$ cat src/rtl/mem_port_arbiter_pkg.sv
// Shared widths and grant encoding for the fetch/memory SRAM arbiter.
package mem_port_arbiter_pkg;

    localparam int unsigned ADDR_W = 32;
    localparam int unsigned DATA_W = 32;

    // Owner of the current (or most recent) SRAM access.
    typedef enum logic {
        GNT_IF  = 1'b0,
        GNT_MEM = 1'b1
    } grant_e;

endpackage

$ cat src/rtl/mem_wait_counter.sv
// Loadable down-counter that times SRAM busy cycles; holds at zero.
module mem_wait_counter #(
    parameter int unsigned WIDTH = 2
) (
    input  logic             clk,
    input  logic             rst_n,
    input  logic             load,
    input  logic             en,
    input  logic [WIDTH-1:0] load_value,
    output logic             zero
);

    logic [WIDTH-1:0] count_q;

    // Load has priority over decrement; never wraps below zero.
    always_ff @(posedge clk or negedge rst_n) begin
        if (!rst_n) begin
            count_q <= '0;
        end else if (load) begin
            count_q <= load_value;
        end else if (en && (count_q != '0)) begin
            count_q <= count_q - WIDTH'(1);
        end
    end

    assign zero = (count_q == '0);

endmodule

$ cat src/rtl/mem_port_arbiter.sv
// Arbitrates one single-ported SRAM between fetch (read) and memory stage (read/write).
module mem_port_arbiter
    import mem_port_arbiter_pkg::*;
#(
    parameter int unsigned ADDRESS_LEN = ADDR_W,
    parameter int unsigned DATA_LEN    = DATA_W,
    parameter int unsigned WAIT_CYCLES = 3
) (
    input  logic                   clk,
    input  logic                   rst,
    input  logic                   if_req,
    input  logic [ADDRESS_LEN-1:0] if_addr,
    output logic [DATA_LEN-1:0]    if_rdata,
    output logic                   if_ready,
    input  logic                   mem_rd_en,
    input  logic                   mem_wr_en,
    input  logic [ADDRESS_LEN-1:0] mem_addr,
    input  logic [DATA_LEN-1:0]    mem_wdata,
    output logic [DATA_LEN-1:0]    mem_rdata,
    output logic                   mem_ready,
    output logic                   freeze,
    output logic                   sram_en,
    output logic                   sram_we,
    output logic [ADDRESS_LEN-1:0] sram_addr,
    output logic [DATA_LEN-1:0]    sram_wdata,
    input  logic [DATA_LEN-1:0]    sram_rdata
);

    localparam int unsigned CNT_W = $clog2(WAIT_CYCLES) + 1;

    typedef enum logic [1:0] {
        S_IDLE = 2'd0,
        S_BUSY = 2'd1,
        S_RESP = 2'd2
    } state_e;

    state_e               state_q, state_d;
    grant_e               owner_q, owner_c, last_grant_q;
    logic                 grant_c, done_c, cnt_en_c, cnt_zero, mem_req_c;
    logic [ADDRESS_LEN-1:0] addr_q;
    logic [DATA_LEN-1:0]  wdata_q, if_rdata_q, mem_rdata_q;
    logic                 sram_en_q, sram_we_q, if_ready_q, mem_ready_q;

    assign mem_req_c = mem_rd_en | mem_wr_en;

    mem_wait_counter #(
        .WIDTH(CNT_W)
    ) u_wait_counter (
        .clk        (clk),
        .rst_n      (rst),
        .load       (grant_c),
        .en         (cnt_en_c),
        .load_value (CNT_W'(WAIT_CYCLES - 1)),
        .zero       (cnt_zero)
    );

    // State register.
    always_ff @(posedge clk or negedge rst) begin
        if (!rst) begin
            state_q <= S_IDLE;
        end else begin
            state_q <= state_d;
        end
    end

    // Next state, grant selection and counter control.
    always_comb begin
        state_d  = state_q;
        grant_c  = 1'b0;
        done_c   = 1'b0;
        cnt_en_c = 1'b0;
        owner_c  = last_grant_q;
        case (state_q)
            S_IDLE: begin
                if (if_req || mem_req_c) begin
                    grant_c = 1'b1;
                    state_d = S_BUSY;
                    if (if_req && mem_req_c) begin
                        owner_c = (last_grant_q == GNT_IF) ? GNT_MEM : GNT_IF;
                    end else if (mem_req_c) begin
                        owner_c = GNT_MEM;
                    end else begin
                        owner_c = GNT_IF;
                    end
                end
            end
            S_BUSY: begin
                if (cnt_zero) begin
                    done_c  = 1'b1;
                    state_d = S_RESP;
                end else begin
                    cnt_en_c = 1'b1;
                end
            end
            S_RESP: begin
                state_d = S_IDLE;
            end
            default: begin
                state_d = S_IDLE;
            end
        endcase
    end

    // Grant latch, SRAM drive registers, read-data capture and ready pulses.
    always_ff @(posedge clk or negedge rst) begin
        if (!rst) begin
            owner_q      <= GNT_IF;
            last_grant_q <= GNT_IF;
            addr_q       <= '0;
            wdata_q      <= '0;
            sram_en_q    <= 1'b0;
            sram_we_q    <= 1'b0;
            if_ready_q   <= 1'b0;
            mem_ready_q  <= 1'b0;
            if_rdata_q   <= '0;
            mem_rdata_q  <= '0;
        end else begin
            if_ready_q  <= 1'b0;
            mem_ready_q <= 1'b0;
            if (grant_c) begin
                owner_q      <= owner_c;
                last_grant_q <= owner_c;
                sram_en_q    <= 1'b1;
                if (owner_c == GNT_MEM) begin
                    addr_q    <= mem_addr;
                    wdata_q   <= mem_wdata;
                    sram_we_q <= mem_wr_en;
                end else begin
                    addr_q    <= if_addr;
                    wdata_q   <= '0;
                    sram_we_q <= 1'b0;
                end
            end
            if (done_c) begin
                sram_en_q <= 1'b0;
                sram_we_q <= 1'b0;
                if (owner_q == GNT_IF) begin
                    if_ready_q <= 1'b1;
                    if (!sram_we_q) begin
                        if_rdata_q <= sram_rdata;
                    end
                end else begin
                    mem_ready_q <= 1'b1;
                    if (!sram_we_q) begin
                        mem_rdata_q <= sram_rdata;
                    end
                end
            end
        end
    end

    assign sram_en    = sram_en_q;
    assign sram_we    = sram_we_q;
    assign sram_addr  = addr_q;
    assign sram_wdata = wdata_q;
    assign if_ready   = if_ready_q;
    assign mem_ready  = mem_ready_q;
    assign if_rdata   = if_rdata_q;
    assign mem_rdata  = mem_rdata_q;

    // Stall the pipeline while any request is still waiting for its ready.
    assign freeze = (if_req & ~if_ready_q) | (mem_req_c & ~mem_ready_q);

endmodule
$ cat config.mk
export PLATFORM = sky130hd
export DESIGN_NAME = mem_port_arbiter
export DESIGN_NICKNAME = d
export VERILOG_FILES = /design/src/rtl/mem_port_arbiter_pkg.sv /design/src/rtl/mem_wait_counter.sv /design/src/rtl/mem_port_arbiter.sv
export SDC_FILE = /design/constraint.sdc
export NUM_CORES = 1
export LEC_CHECK = 0
export CAP_MARGIN = 20
export CORE_ASPECT_RATIO = 1.1
export CORE_MARGIN = 4
export CORE_UTILIZATION = 60
export CTS_CLUSTER_SIZE = 40
export DETAILED_ROUTE_END_ITERATION = 10
export DONT_BUFFER_PORTS = 1
export GPL_ROUTABILITY_DRIVEN = 0
export PLACE_DENSITY = 0.76
export RECOVER_POWER = 100
export SLEW_MARGIN = 20
export SYNTH_ARGS = -nofsm -noshare
export SYNTH_HDL_FRONTEND = slang
export SYNTH_SLANG_ARGS = --single-unit
$ cat constraint.sdc
create_clock -name clk -period 2.6 [get_ports clk]
set_clock_uncertainty 0.05 [all_clocks]
set_input_delay 0.52 -clock clk [delete_from_list [all_inputs] [get_ports clk]]
set_output_delay 0.52 -clock clk [all_outputs]
set_load 0.02 [all_outputs]
Word-level counts from Yosys, hierarchy flattened
Index checks and enable logic that the tools add are counted.
{"block": "classes", "mux": 26, "reduce_logical": 11, "addsub": 1, "bitwise": 8, "n_eq_ne": 3}
{"op": "32-bit two-way mux", "n": 2}
{"op": "1-bit two-way mux", "n": 19}
{"op": "3-bit two-way mux", "n": 2}
{"op": "3-bit AND reduction", "n": 2}
{"op": "2-bit two-way mux", "n": 2}
{"op": "2-bit != test, second input constant", "n": 2}
{"op": "1-bit NOT", "n": 4}
{"op": "2-bit one-hot mux with 2 select lines", "n": 1}
{"op": "2-bit nonzero test", "n": 2}
{"op": "3-bit logical NOT", "n": 1}
{"op": "3-bit nonzero test", "n": 1}
{"op": "3-bit by 1-bit subtractor with 3-bit output, second input constant", "n": 1}
{"op": "1-bit AND", "n": 2}
{"op": "2-bit by 1-bit equality test with 1-bit output, second input constant", "n": 1}
{"op": "1-bit logical AND", "n": 2}
{"op": "2-bit logical NOT", "n": 1}
{"op": "1-bit bitwise OR", "n": 2}
{"op": "2-bit AND reduction", "n": 1}
{"op": "1-bit logical OR", "n": 1}
{"block": "word_totals", "elab_cells": 60, "ff_bits": 138, "out_inout_bits": 133, "in_bits": 133}

Depth between registers and ports, before layout
{"block": "depth", "ltp_word": 8, "mapped_depth": 8}

Hierarchy
A second synthesis with hierarchy kept.
{"block": "unflattened", "hier_cells": 507, "area_unflattened_um2": 6448.7}
{"module": "mem_port_arbiter", "area_per_inst_um2": 6258.5, "n_inst": 1, "cells_per_inst": 488, "seq_area_each_um2": 3378.2}
{"module": "mem_wait_counter", "area_per_inst_um2": 190.2, "n_inst": 1, "cells_per_inst": 19, "seq_area_each_um2": 75.1}

Worst setup path after synthesis
Ideal clock, no wire load.
{"block": "synth_timing", "path_kind": "register to register", "startpoint": "register u_wait_counter.count_q[0]", "endpoint": "register if_rdata_q[10] (netlist: if_rdata[10])", "setup_slack_ps": 740, "n_path_buf": 2, "setup_time_ps": 125, "t_arrival_ps": 1685, "path_stages_with_launch": 9, "cell_sequence": "dfrtp_1 inv_1 ha_1 nand2b_1 nor2b_1 buf_4 nor3b_4 buf_6 mux2_2"}
{"block": "synth_between", "elab_chain_len": 4}
{"item": "from (decl)", "line_no": "mem_wait_counter.sv:13", "text": "logic [WIDTH-1:0] count_q;"}
{"item": "from (signal assigned)", "line_no": "mem_wait_counter.sv:20", "text": "count_q <= load_value;"}
{"item": "from (signal assigned)", "line_no": "mem_wait_counter.sv:22", "text": "count_q <= count_q - WIDTH'(1);"}
{"item": "3-bit logical NOT", "line_no": "mem_wait_counter.sv:26", "text": "assign zero = (count_q == '0);"}
{"item": "1-bit two-way mux", "line_no": "mem_port_arbiter.sv:88", "text": "if (cnt_zero) begin"}
{"item": "1-bit two-way mux", "line_no": "mem_port_arbiter.sv:73", "text": "case (state_q)"}
{"item": "3-bit AND reduction (no line)"}
{"item": "to (signal assigned)", "line_no": "mem_port_arbiter.sv:140", "text": "if_rdata_q <= sram_rdata;"}
{"item": "to (decl)", "line_no": "mem_port_arbiter.sv:41", "text": "logic [DATA_LEN-1:0] wdata_q, if_rdata_q, mem_rdata_q;"}
No other way between the ends.
A chain may end at the register's enable or synchronous reset.

Worst setup path in the final report
{"block": "layout_timing", "startpoint": "register state_q[1]", "endpoint": "register addr_q[27] (netlist: sram_addr[27])"}
{"block": "layout_between", "elab_chain_len": 3}
{"item": "from (decl)", "line_no": "mem_port_arbiter.sv:37", "text": "state_e state_q, state_d;"}
{"item": "from (signal assigned)", "line_no": "mem_port_arbiter.sv:62", "text": "state_q <= state_d;"}
{"item": "2-bit logical NOT *", "line_no": "mem_port_arbiter.sv:73"}
{"item": "1-bit two-way mux", "line_no": "mem_port_arbiter.sv:73"}
{"item": "32-bit two-way mux", "line_no": "mem_port_arbiter.sv:124", "text": "if (owner_c == GNT_MEM) begin"}
{"item": "to (signal assigned)", "line_no": "mem_port_arbiter.sv:125", "text": "addr_q <= mem_addr;"}
{"item": "to (signal assigned)", "line_no": "mem_port_arbiter.sv:129", "text": "addr_q <= if_addr;"}
{"item": "to (decl)", "line_no": "mem_port_arbiter.sv:40", "text": "logic [ADDRESS_LEN-1:0] addr_q;"}
Every way passes the cells marked *; elsewhere a longest branch is shown, timed or not.

==> qor.csv <==
metric,value,unit
mostFrequentLayoutCells,"dfrtp_1, mux2_2, nor2_1",
cp.arrival,2530,ps
io_buffer_count,0,
power.internal,0.00635,W
yosysSeqAreaShare,55.0,%
tightestPinTransition,875,ps
comb_power_share,26.5,%
power_leakage,2.91,nW
endpoint_kind,flop,
ctsResizeCount,0,
place_hpwl,10500,um
max-vdd-ir-drop,0.000712,V
ant_nets,0,
core_area,0.0100,mm^2
synthArstFlopShare,100,%
grt_max_degree,139,
layout-drive-gt1-share,33.9,%
viasPerCell,6.39,
status,"finished, violations left",
clockBufferDepth,2,
p_sw,0.00436,W
min_period_over_period,86.3,%
required,2890,ps
yosysWarnings,0,
clk_pin_slew,60,ps
final_core_util,70.1,%
clk_latency,520,ps
grt_use_total,25.3,%
rsz0062_at_grt,no,
worstPathMaxFanout,33,
synth-compound-area-share,9.82,%
grt_pass1_wl,24100,um
clock-sinks,138,
fp.dieH,115,um
stdcell_count,642,
htreeDepth,4,
diodes,0,
p_seq_share,49.3,%
place_inst,611,
synth_flop_cell,dfrtp_1,
tns,0,ps
worstSetupPathType,flop to flop,
post-cts-setup-buffer-count,0,
drt-total-wl,15200,um
yosys.area_share.adder,0.398,%
antenna_found_initial,0,
violations,negative hold slack,
slew_viol_final,0,
start_util,62.6,%
wl_per_cell,23.6,um
pwr_density_cell,1520,mW/mm^2
syn_inst,501,
cts-root-buf,clkbuf_8,
syn-cell-area,0.00628,mm^2
grt_pass1_vias,4361,
swShare,40.7,%
drv_cap,0,
period_needed,2240,ps
worst_hold_path_type,primary input to asynchronous set/reset pin,
slew_headroom,41.7,%
p_clk_share,24.2,%
synthMuxAreaShare,17.4,%
grt-ovfl-total,0,
num_io_pins,266,
hold_viol_final,138,
synth_cell_types,33,
avgSynthCellArea,12.5,um^2
die_x,106,um
final_nets,625,
drc,0,
dr.pass1.iters,4,
setup_viol,0,
max_freq,446,MHz
yosys.area_share.simple,13.9,%
final_common_cell,dfrtp_1,
startpoint_type,flop,
cts_tree,yes,
synth_edf_count,0,
syn_nets,636,
cts_buffers,17,
dieArea,0.0122,mm^2
synth_top_family_by_area,multiplexers,
vias,4100,
synth_xor_area_share,0.279,%
timing.hold.ws,-360,ps
ys_ff_latch,138,
num_rows,38,
drt_iter0_drc,248,
syn2layout_area_growth,11.9,%
## stage by stage
stage / cell area, um^2 / setup WS, ps / total power, W
2_1_floorplan: 6280 / 740 / 0.00735
3_3_place_gp: 6440 / 554 / 0.00799
3_5_place_dp: 6440 / 462 / 0.00821
4_1_cts: 7080 / 452 / 0.0108
5_1_grt: 7030 / 195 / 0.0113
6_report: 7030 / 357 / 0.0107
## registers in the layout (all words and copies together), names as in the netlist
| register | flops |
|---|---|
| state_q | 2 |
| last_grant_q | 1 |
| sram_wdata | 32 |
| sram_en | 1 |
| sram_we | 1 |
| if_rdata | 32 |
| mem_rdata | 32 |
| mem_ready | 1 |
| sram_addr | 32 |
| if_ready | 1 |
| u_wait_counter.count_q | 3 |
## routing by layer
layer	vias to the layer above	share of wire, %	track usage, %
met5	-	0	0
met4	0	1.6	7.69
met3	26	12	13.5
met2	191	51	42.4
met1	2071	35	28.1
li1	1812	-	-
## critical path: stages (launching register included)
cell      delay (ps)
dfrtp_1          440
nor3b_1          250
clkbuf_2         720
mux2_2           410
nand2_1           70
a41oi_1          110
## power by group through the flow
stage	registers (W)	logic, W	clock network (W)
6_report	0.00528	0.00284	0.00259
4_1_cts	0.00530	0.00291	0.00263
5_1_grt	0.00540	0.00318	0.00274
3_3_place_gp	0.00529	0.00270	0
3_5_place_dp	0.00532	0.00289	0
2_1_floorplan	0.00493	0.00243	0
## logic make-up (layout without fill, tap and decap cells)
kind of cell	count (synthesis)	count (layout)
buffers and inverters	44	45
XOR/XNOR	2	2
AO/OA/AOI/OAI	71	71
AND/OR/NAND/NOR	147	147
adder cells (fa/ha/maj)	2	2
multiplexers	97	97
flip-flops	138	138
## synthesized netlist by cell type (all sizes together) (2+ instances only)
master,n,share of area [%]
dfrtp,138,55
mux2,96,17
nor2,39,2.3
nand2,35,2.1
nand3b,33,3.9
a22o,32,4.5
a41oi,32,4.5
or3b,32,4.5
clkbuf,24,1.5
buf,17,1.6
inv,3,0.18
nor2b,3,0.30
ha,2,0.40
nor3b,2,0.50
## area by class of cell
class / instances / area, um^2
inverters: 3 / 11.3
clock inverters: 11 / 191
multi-input cells: 319 / 2640
clock buffers: 20 / 445
repair buffers: 11 / 113
flip-flops and latches: 138 / 3450
well taps: 140 / 175
fillers: 677 / 3000
## final timing paths
path	start	to	slack (ps)	depth (start not counted)
setup / recovery	state_q[1]	sram_addr[27]	360	5
hold / removal	rst	mem_rdata[31]	-360	0
setup reg to reg	state_q[1]	sram_addr[27]	360	5
hold reg to reg	u_wait_counter.count_q[1]	u_wait_counter.count_q[1]	470	2
max in group asynchronous	rst	last_grant_q	2610	0
min in group clk	mem_wdata[21]	sram_wdata[21]	80	1
Power figures use the tool's default switching activity.
